File: config.mk
export PLATFORM = sky130hd
export DESIGN_NAME = cla_sub_pipe_16bit
export DESIGN_NICKNAME = d
export VERILOG_FILES = /design/src/rtl/cla_sub_pipe_16bit.sv
export SDC_FILE = /design/constraint.sdc
export NUM_CORES = 1
export LEC_CHECK = 0
export BUFFER_PORTS_ARGS = -buffer_cell sky130_fd_sc_hd__clkbuf_2
export CORE_MARGIN = 10
export CORE_UTILIZATION = 35
export CTS_CLUSTER_SIZE = 8
export DETAILED_ROUTE_END_ITERATION = 7
export MAX_ROUTING_LAYER = met4
export PLACE_DENSITY = 0.62
export SLEW_MARGIN = 10
export SYNTH_ARGS = -nofsm -noshare
export SYNTH_HDL_FRONTEND = slang
export SYNTH_SLANG_ARGS = --single-unit
File: constraint.sdc
create_clock -name clk -period 2.5 [get_ports clk]
set_input_delay 0.375 -clock clk [delete_from_list [all_inputs] [get_ports clk]]
set_output_delay 0.375 -clock clk [all_outputs]
set_load 0.05 [all_outputs]
File: src/rtl/cla_sub_pipe_16bit.sv
// Four-stage pipelined 16-bit subtractor: diff = a - b - borrow_in.
// Implemented as a + ~b + ~borrow_in, one 4-bit carry-look-ahead slice per
// stage with the inter-slice carry registered. Valid/ready stream interface;
// the whole pipeline advances in lockstep whenever the output register is
// empty or being drained.
module cla_sub_pipe_16bit #(
    parameter int unsigned WIDTH = 16,
    parameter int unsigned SLICE = 4
) (
    input  logic             clk,
    input  logic             rst,
    input  logic             in_valid,
    output logic             in_ready,
    input  logic [WIDTH-1:0] a,
    input  logic [WIDTH-1:0] b,
    input  logic             borrow_in,
    output logic             out_valid,
    input  logic             out_ready,
    output logic [WIDTH-1:0] diff,
    output logic             borrow_out,
    output logic             overflow
);

    // Fully expanded 4-bit look-ahead slice: returns {carry_out, sum}.
    function automatic logic [SLICE:0] cla4(
        input logic [SLICE-1:0] x,
        input logic [SLICE-1:0] y,
        input logic             ci
    );
        logic [SLICE-1:0] g;
        logic [SLICE-1:0] p;
        logic             c1, c2, c3, c4;
        g  = x & y;
        p  = x ^ y;
        c1 = g[0] | (p[0] & ci);
        c2 = g[1] | (p[1] & g[0]) | (p[1] & p[0] & ci);
        c3 = g[2] | (p[2] & g[1]) | (p[2] & p[1] & g[0])
                  | (p[2] & p[1] & p[0] & ci);
        c4 = g[3] | (p[3] & g[2]) | (p[3] & p[2] & g[1])
                  | (p[3] & p[2] & p[1] & g[0])
                  | (p[3] & p[2] & p[1] & p[0] & ci);
        return {c4, p ^ {c3, c2, c1, ci}};
    endfunction

    // Stage 0: nibble 0 plus the upper operand bits still to be consumed
    logic                   v0_q;
    logic [SLICE-1:0]       d0_q,  d0_d;
    logic [WIDTH-SLICE-1:0] a0_q,  nb0_q;
    logic                   c0_q,  c0_d;

    // Stage 1: nibbles 1..0
    logic                     v1_q;
    logic [2*SLICE-1:0]       d1_q,  d1_d;
    logic [WIDTH-2*SLICE-1:0] a1_q,  nb1_q;
    logic                     c1_q,  c1_d;

    // Stage 2: nibbles 2..0; the remaining operand bits include both sign bits
    logic               v2_q;
    logic [3*SLICE-1:0] d2_q,  d2_d;
    logic [SLICE-1:0]   a2_q,  nb2_q;
    logic               c2_q,  c2_d;

    // Stage 3: output register
    logic             v3_q;
    logic [WIDTH-1:0] diff_q, diff_d;
    logic             bo_q,   bo_d;
    logic             ov_q,   ov_d;

    logic [WIDTH-1:0] b_n;
    logic [SLICE-1:0] n1, n2, n3;
    logic             c3_d;
    logic             advance;

    assign b_n      = ~b;
    assign advance  = ~v3_q | out_ready;
    assign in_ready = advance;

    // Per-stage slice arithmetic and next-state data
    always_comb begin
        {c0_d, d0_d} = cla4(a[SLICE-1:0], b_n[SLICE-1:0], ~borrow_in);
        {c1_d, n1}   = cla4(a0_q[SLICE-1:0], nb0_q[SLICE-1:0], c0_q);
        {c2_d, n2}   = cla4(a1_q[SLICE-1:0], nb1_q[SLICE-1:0], c1_q);
        {c3_d, n3}   = cla4(a2_q, nb2_q, c2_q);
        d1_d   = {n1, d0_q};
        d2_d   = {n2, d1_q};
        diff_d = {n3, d2_q};
        // Borrow is the inverted final carry of a + ~b + ~borrow_in.
        bo_d   = ~c3_d;
        // a2_q/nb2_q top bits are a[15] and ~b[15]; signs differ iff they match.
        ov_d   = (a2_q[SLICE-1] == nb2_q[SLICE-1]) && (n3[SLICE-1] != a2_q[SLICE-1]);
    end

    // Lockstep pipeline: every stage loads from its predecessor on advance
    always_ff @(posedge clk) begin
        if (rst) begin
            v0_q   <= 1'b0;
            v1_q   <= 1'b0;
            v2_q   <= 1'b0;
            v3_q   <= 1'b0;
            d0_q   <= '0;
            a0_q   <= '0;
            nb0_q  <= '0;
            c0_q   <= 1'b0;
            d1_q   <= '0;
            a1_q   <= '0;
            nb1_q  <= '0;
            c1_q   <= 1'b0;
            d2_q   <= '0;
            a2_q   <= '0;
            nb2_q  <= '0;
            c2_q   <= 1'b0;
            diff_q <= '0;
            bo_q   <= 1'b0;
            ov_q   <= 1'b0;
        end else if (advance) begin
            v0_q   <= in_valid;
            d0_q   <= d0_d;
            a0_q   <= a[WIDTH-1:SLICE];
            nb0_q  <= b_n[WIDTH-1:SLICE];
            c0_q   <= c0_d;

            v1_q   <= v0_q;
            d1_q   <= d1_d;
            a1_q   <= a0_q[WIDTH-SLICE-1:SLICE];
            nb1_q  <= nb0_q[WIDTH-SLICE-1:SLICE];
            c1_q   <= c1_d;

            v2_q   <= v1_q;
            d2_q   <= d2_d;
            a2_q   <= a1_q[WIDTH-2*SLICE-1:SLICE];
            nb2_q  <= nb1_q[WIDTH-2*SLICE-1:SLICE];
            c2_q   <= c2_d;

            v3_q   <= v2_q;
            diff_q <= diff_d;
            bo_q   <= bo_d;
            ov_q   <= ov_d;
        end
    end

    assign out_valid  = v3_q;
    assign diff       = diff_q;
    assign borrow_out = bo_q;
    assign overflow   = ov_q;

endmodule
==> impl_metrics.json, run 1 <==
{
  "clkSlewWorstSetupHoldPaths_ns": 0.07,
  "pwr-share-comb_pct": 9.2,
  "netlist_instances": 473,
  "synth-adder-area-share_pct": 6.98,
  "top_layer_used": "met4",
  "synth_mux_area_share_pct": 0.249,
  "cts-htree-levels": 3,
  "core_um2": 11300,
  "maxCapViolations": 0,
  "num_antenna_cells": 0,
  "nNetsFinal": 571,
  "die_w_um": 127,
  "worstPathRequired_ns": 2.71,
  "clock.fmax_mhz": 609,
  "first_global_vias": 3124,
  "max_slew_margin_pct": 61.9,
  "worst-r2r-setup-slack_ns": 0.86,
  "wirelength_um": 8500,
  "critPathCaptureType": "register",
  "boundaryPins": 57,
  "internal-power_mw": 2.46,
  "drt_pass1_iterations": 4,
  "grt_pass1_wl_um": 14500,
  "critPathMaxStageDelay_ns": 0.35,
  "ys_ff_latch": 97,
  "antenna_found_initial": 0,
  "synth_common_cells": "nand2_1 (137), dfxtp_1 (97), a21oi_1 (70), nor2_1 (24), a211oi_1 (22)",
  "final_antenna_net_count": 0,
  "cts_root_buf": "clkbuf_16",
  "crit_chain": "ha_1 > a211o_1 > a21oi_4 > mux2i_1 > o31ai_1",
  "crit_fanout": 4,
  "setup_viol": 0,
  "synth_flop_cell": "dfxtp_1",
  "die_h_um": 127,
  "min_path_type": "input port to register",
  "synth_top_area_share_pct": 48.3,
  "rr_startpoint": "a2_q[0]",
  "critPathCapture": "overflow",
  "synth_warnings": 0,
  "wirelength_met1_um": 4360,
  "die-area_um2": 16200,
  "r2r_end": "overflow",
  "numCtsBuffers": 9,
  "synth_area_um2": 4020,
  "skew_ns": 0.00555,
  "synth-seq-area-share_pct": 48.3,
  "place.gp.congestion": 0.756,
  "cts_setup_buffers": 0,
  "avgSynthCellArea_um2": 8.49,
  "row_count": 39,
  "worstPathArrival_ns": 1.85,
  "hpwl_um": 5760,
  "fin_crit_ns": 1.64,
  "grt_max_degree": 92,
  "hold_viol_final": 0,
  "critical_path_class": "register to register",
  "synth_top_family_by_area": "simple AND/OR/NAND/NOR gates",
  "p_per_area_nw_per_um2": 709,
  "p_total_mw": 3.28,
  "async_flop_share_pct": 0,
  "syn_to_final_growth_pct": 15.3,
  "reg2reg_depth": 5,
  "rsz0062_at_grt": "false",
  "cp-start-kind": "register",
  "drive_gt1_share_pct": 16.0,
  "cts_sinks": 97,
  "clkLatencyLatePin_ns": 0.34,
  "fin_tns_setup_ns": 0,
  "yosys.area.top_type": "dfxtp_1",
  "crit_slowest_cell": "dfxtp_1",
  "synthTopCellsByArea": "dfxtp_1 (48%), nand2_1 (13%), a21oi_1 (8.7%)",
  "fin_util_pct": 40.9,
  "peakVddDrop_uv": 271,
  "clockBufferDepth": 2,
  "whs_ns": 0.201,
  "synth_cell_types": 37,
  "synthXorXnorAreaFrac_pct": 0.872,
  "ctsHoldBuffers": 0,
  "clockPowerShare_pct": 39.7,
  "track_usage_pct": 10.9,
  "drc": 0,
  "worst_pin_slew_ns": 0.571,
  "synth_most_common_cell": "nand2_1",
  "pwr-share-seq_pct": 51.1,
  "slew_viol_final": 0,
  "switching_share_pct": 25.0,
  "drtIter0Drc": 147,
  "syn_nets": 530,
  "cts_tree": "built",
  "wl_met2_um": 3730,
  "power_switching_mw": 0.821,
  "status": "complete, no violations",
  "p_leak_nw": 1.93,
  "synth_edf_count": 0,
  "yosys.area_share.simple_pct": 20.3,
  "initial_utilization_pct": 35.5,
  "vias": 3197,
  "dr_wl_met3_um": 259,
  "crit_start": "a2_q[0]",
  "cts_resized": 0,
  "synth_compound_area_share_pct": 17.3,
  "vias_per_cell": 4.83,
  "grt_overflow_total": 0,
  "port_buffers": 56,
  "wl_per_cell_um": 12.8,
  "period_share_pct": 65.6
}
[worst max-delay path: cells and delay by family (launching register included)]
family / cells / cell delay [ns]
AO/OA/AOI/OAI: 3 / 0.63
adder cells (fa/ha/maj): 1 / 0.32
flip-flops: 1 / 0.35
multiplexers: 1 / 0.21
[worst min-delay path by stage]
stage,slack (ns),cells past startpoint,startpoint,endpoint
finish,0.20,2,b[5],nb0_q[1]
global route,0.19,2,b[5],nb0_q[1]
CTS,0.19,2,b[7],nb0_q[3]
detailed placement,0.44,2,diff[0],diff[0]
global placement,0.44,2,d2_q[1],d2_q[1]
floorplan,0.43,2,a0_q[10],a0_q[10]
[area by class of cell]
type | instances | area [um^2]
clock buffers | 11 | 243
clock inverters | 5 | 40.0
fillers | 1161 | 6690
inverters | 12 | 46.3
multi-input cells | 331 | 1830
flip-flops and latches | 97 | 1940
well taps | 143 | 179
repair buffers | 63 | 348
[power groups by stage]
stage	logic (mW)	clock network (mW)	registers (mW)
floorplan	0.184	0	1.74
global placement	0.296	0	1.71
detailed placement	0.303	0	1.71
CTS	0.306	1.33	1.68
global route	0.342	1.40	1.69
finish	0.301	1.30	1.68
[stage by stage]
| step | setup WS, ns | instances | instance area, um^2 |
|---|---|---|---|
| finish | 0.859 | 662 | 4630 |
| global route | 0.733 | 662 | 4630 |
| CTS | 0.857 | 662 | 4630 |
| detailed placement | 0.812 | 646 | 4350 |
| global placement | 0.846 | 646 | 4350 |
| floorplan | 0.945 | 473 | 4020 |
[logic make-up after synthesis]
family,count (synthesis)
buffers and inverters,45
muxes,1
and+or+nand+nor,191
xor gates and xnor gates,4
AOI/OAI and AO/OA,115
adders and majority gates,20
DFF,97
[per-layer routing]
metal	vias up	track usage, %
li1	1676	-
met1	1464	14.0
met2	48	15.9
met3	9	2.73
met4	0	4.69
met5	-	-
[layout by cell type (no fill, tap or decap), types with 4 or more instances in the layout]
cell	n
buf_4	7
dfxtp_1	97
a211oi_1	22
or3_1	5
nor3_1	4
a21oi_1	70
inv_1	11
clkbuf_2	55
nand2_1	137
nor2_1	24
clkbuf_16	9
ha_1	16
o21ai_0	8
nand3b_1	9
fa_1	4
nand3_1	4
xnor2_1	4
[flip-flops by register name, summed over array words and instances, names as in the netlist, 4 cells and up]
| register | count |
|---|---|
| a0_q | 12 |
| a1_q | 8 |
| a2_q | 4 |
| d0_q | 4 |
| d1_q | 8 |
| d2_q | 12 |
| diff | 16 |
| nb0_q | 12 |
| nb1_q | 8 |
| nb2_q | 4 |
(Power assumes the default switching activity.)
==> run 2, diff against run 1 <==
--- a/config.mk
+++ b/config.mk
@@ -11,7 +11,7 @@
 export CTS_CLUSTER_SIZE = 8
 export DETAILED_ROUTE_END_ITERATION = 7
 export MAX_ROUTING_LAYER = met4
-export PLACE_DENSITY = 0.62
+export PLACE_DENSITY = 0.64
 export SLEW_MARGIN = 10
 export SYNTH_ARGS = -nofsm -noshare
 export SYNTH_HDL_FRONTEND = slang
==> constraint.sdc (replaced) <==
create_clock -name clk -period 1.36 [get_ports clk]
set_input_delay 0.204 -clock clk [delete_from_list [all_inputs] [get_ports clk]]
set_output_delay 0.204 -clock clk [all_outputs]
set_load 0.05 [all_outputs]
==> run 2 against run 1 <==
- total power up 100%
- critical endpoint unchanged
- the flow now finishes with violations (setup timing)
- hold slack worse by 0.17 ns
- critical path type unchanged
- sequential cell count unchanged
- count of clock-buffer cells in the layout down 1
- critical path depth unchanged
- die area unchanged
- via count up 4.0%
- clock skew down 0.00065 ns
- combinational power up 120%
==> impl_metrics.json, run 2 (synthesis gave the netlist of run 1 again) <==
{
  "fin_util_pct": 46.0,
  "rsz0062_at_grt": "true",
  "max_slew_margin_pct": 79.1,
  "cts_root_buf": "clkbuf_16",
  "critPathMaxStageDelay_ns": 0.33,
  "track_usage_pct": 11.5,
  "slew_viol_final": 0,
  "worst_pin_slew_ns": 0.315,
  "placed_area_um2": 4550,
  "maxCapViolations": 0,
  "cts_tree": "built",
  "critPathCaptureType": "register",
  "numCtsBuffers": 9,
  "worstPathArrival_ns": 1.67,
  "final_cells": 686,
  "wl_per_cell_um": 13.8,
  "nNetsFinal": 595,
  "skew_ns": 0.00490,
  "worst-path-buf-inv": 0,
  "die-area_um2": 16200,
  "grt_overflow_total": 0,
  "p_total_mw": 6.64,
  "min_path_type": "input port to register",
  "dp_cells": 664,
  "crit_fanout": 4,
  "period_share_pct": 107,
  "clock.fmax_mhz": 688,
  "fin_crit_ns": 1.45,
  "largest_register_ffs": 16,
  "status": "complete, but fails checks",
  "cts_sinks": 97,
  "crit_slowest_cell": "dfxtp_2",
  "wirelength_um": 9450,
  "grt_pass1_wl_um": 15100,
  "final_cell_mix": "nand2_1 (137), dfxtp_1 (82), a21oi_1 (69)",
  "setup_ws_ns": -0.0936,
  "initial_utilization_pct": 35.5,
  "final_antenna_net_count": 0,
  "vias": 3326,
  "clkSlewWorstSetupHoldPaths_ns": 0.07,
  "worstPathRequired_ns": 1.58,
  "drc": 0,
  "drtIter0Drc": 152,
  "violations": "setup timing",
  "num_antenna_cells": 0,
  "antenna_found_initial": 0,
  "grt_use_met3_pct": 2.56,
  "p_per_area_nw_per_um2": 1270,
  "setup_viol": 6,
  "final_area_um2": 5210,
  "boundaryPins": 57,
  "syn_to_final_growth_pct": 29.7,
  "grt_max_degree": 46,
  "grt_util_met2_pct": 17.2,
  "clkLatencyLatePin_ns": 0.34,
  "peakVddDrop_uv": 657,
  "first_global_vias": 3259,
  "met1_usage_pct": 14.5,
  "p_leak_nw": 2.16,
  "critPathTopFamily": "compound AO/OA/AOI/OAI gates",
  "row_count": 39,
  "top_usage_layer": "met2",
  "drt_pass1_iterations": 5,
  "vias_per_cell": 4.85,
  "die_w_um": 127,
  "fin_tns_setup_ns": -0.237,
  "crit_chain": "ha_4 > a211o_1 > a21oi_4 > mux2i_1 > o31ai_1",
  "cts-htree-levels": 3,
  "core_um2": 11300,
  "layout.cells.most_common": "nand2_1",
  "place.gp.congestion": 0.784,
  "hold_viol_final": 0,
  "die_h_um": 127,
  "critical_path_class": "register to register",
  "clockBufferDepth": 2,
  "hpwl_um": 6240,
  "drive_gt1_share_pct": 27.4,
  "cp-start-kind": "register",
  "port_buffers": 56
}
==> run 2: worst paths after layout <==
check | start | to | depth (start not counted) | slack [ns]
setup / recovery | nb2_q[0] | overflow | 5 | -0.09
hold / removal | b[6] | nb0_q[2] | 2 | 0.03
setup reg to reg | nb2_q[0] | overflow | 5 | -0.09
hold reg to reg | diff[4] | diff[4] | 2 | 0.45
==> run 2: metrics by stage <==
stage	setup slack (ns)	hold slack, ns
6_report	-0.0936	0.0339
5_1_grt	-0.175	0.0290
4_1_cts	-0.0931	0.0256
3_5_place_dp	-0.142	0.388
3_3_place_gp	-0.0958	0.385
2_1_floorplan	-0.0579	0.300
==> run 2: power by group <==
group / leakage, nW / switching, mW / internal, mW / total (mW)
Clock: 0.163 / 1.06 / 1.81 / 2.87
Combinational: 1.19 / 0.365 / 0.305 / 0.670
Sequential: 0.804 / 0.0938 / 3.00 / 3.10
Total: 2.16 / 1.52 / 5.11 / 6.64
==> run 2: what timing repair did <==
item	4_1_cts	5_1_grt
endpoints found under the setup margin	10	36
hold buffers	0	0
buffers inserted	0	3
pin swaps	8	10
gates resized for setup	21	33
gates cloned	0	3
==> run 2: area by class of cell <==
type                    count  area, um^2
multi-input cells         331        2010
clock buffers              10         229
well taps                 143         179
fillers                  1118        6110
clock inverters             6         115
repair buffers             87         668
inverters                  12        50.0
flip-flops and latches     97        1960
==> run 2: routing by layer <==
metal / up-vias / part of all wire (%)
li1: 1724 / -
met4: 0 / 1.9
met5: - / 0
met3: 12 / 2.9
met2: 49 / 46
met1: 1541 / 49
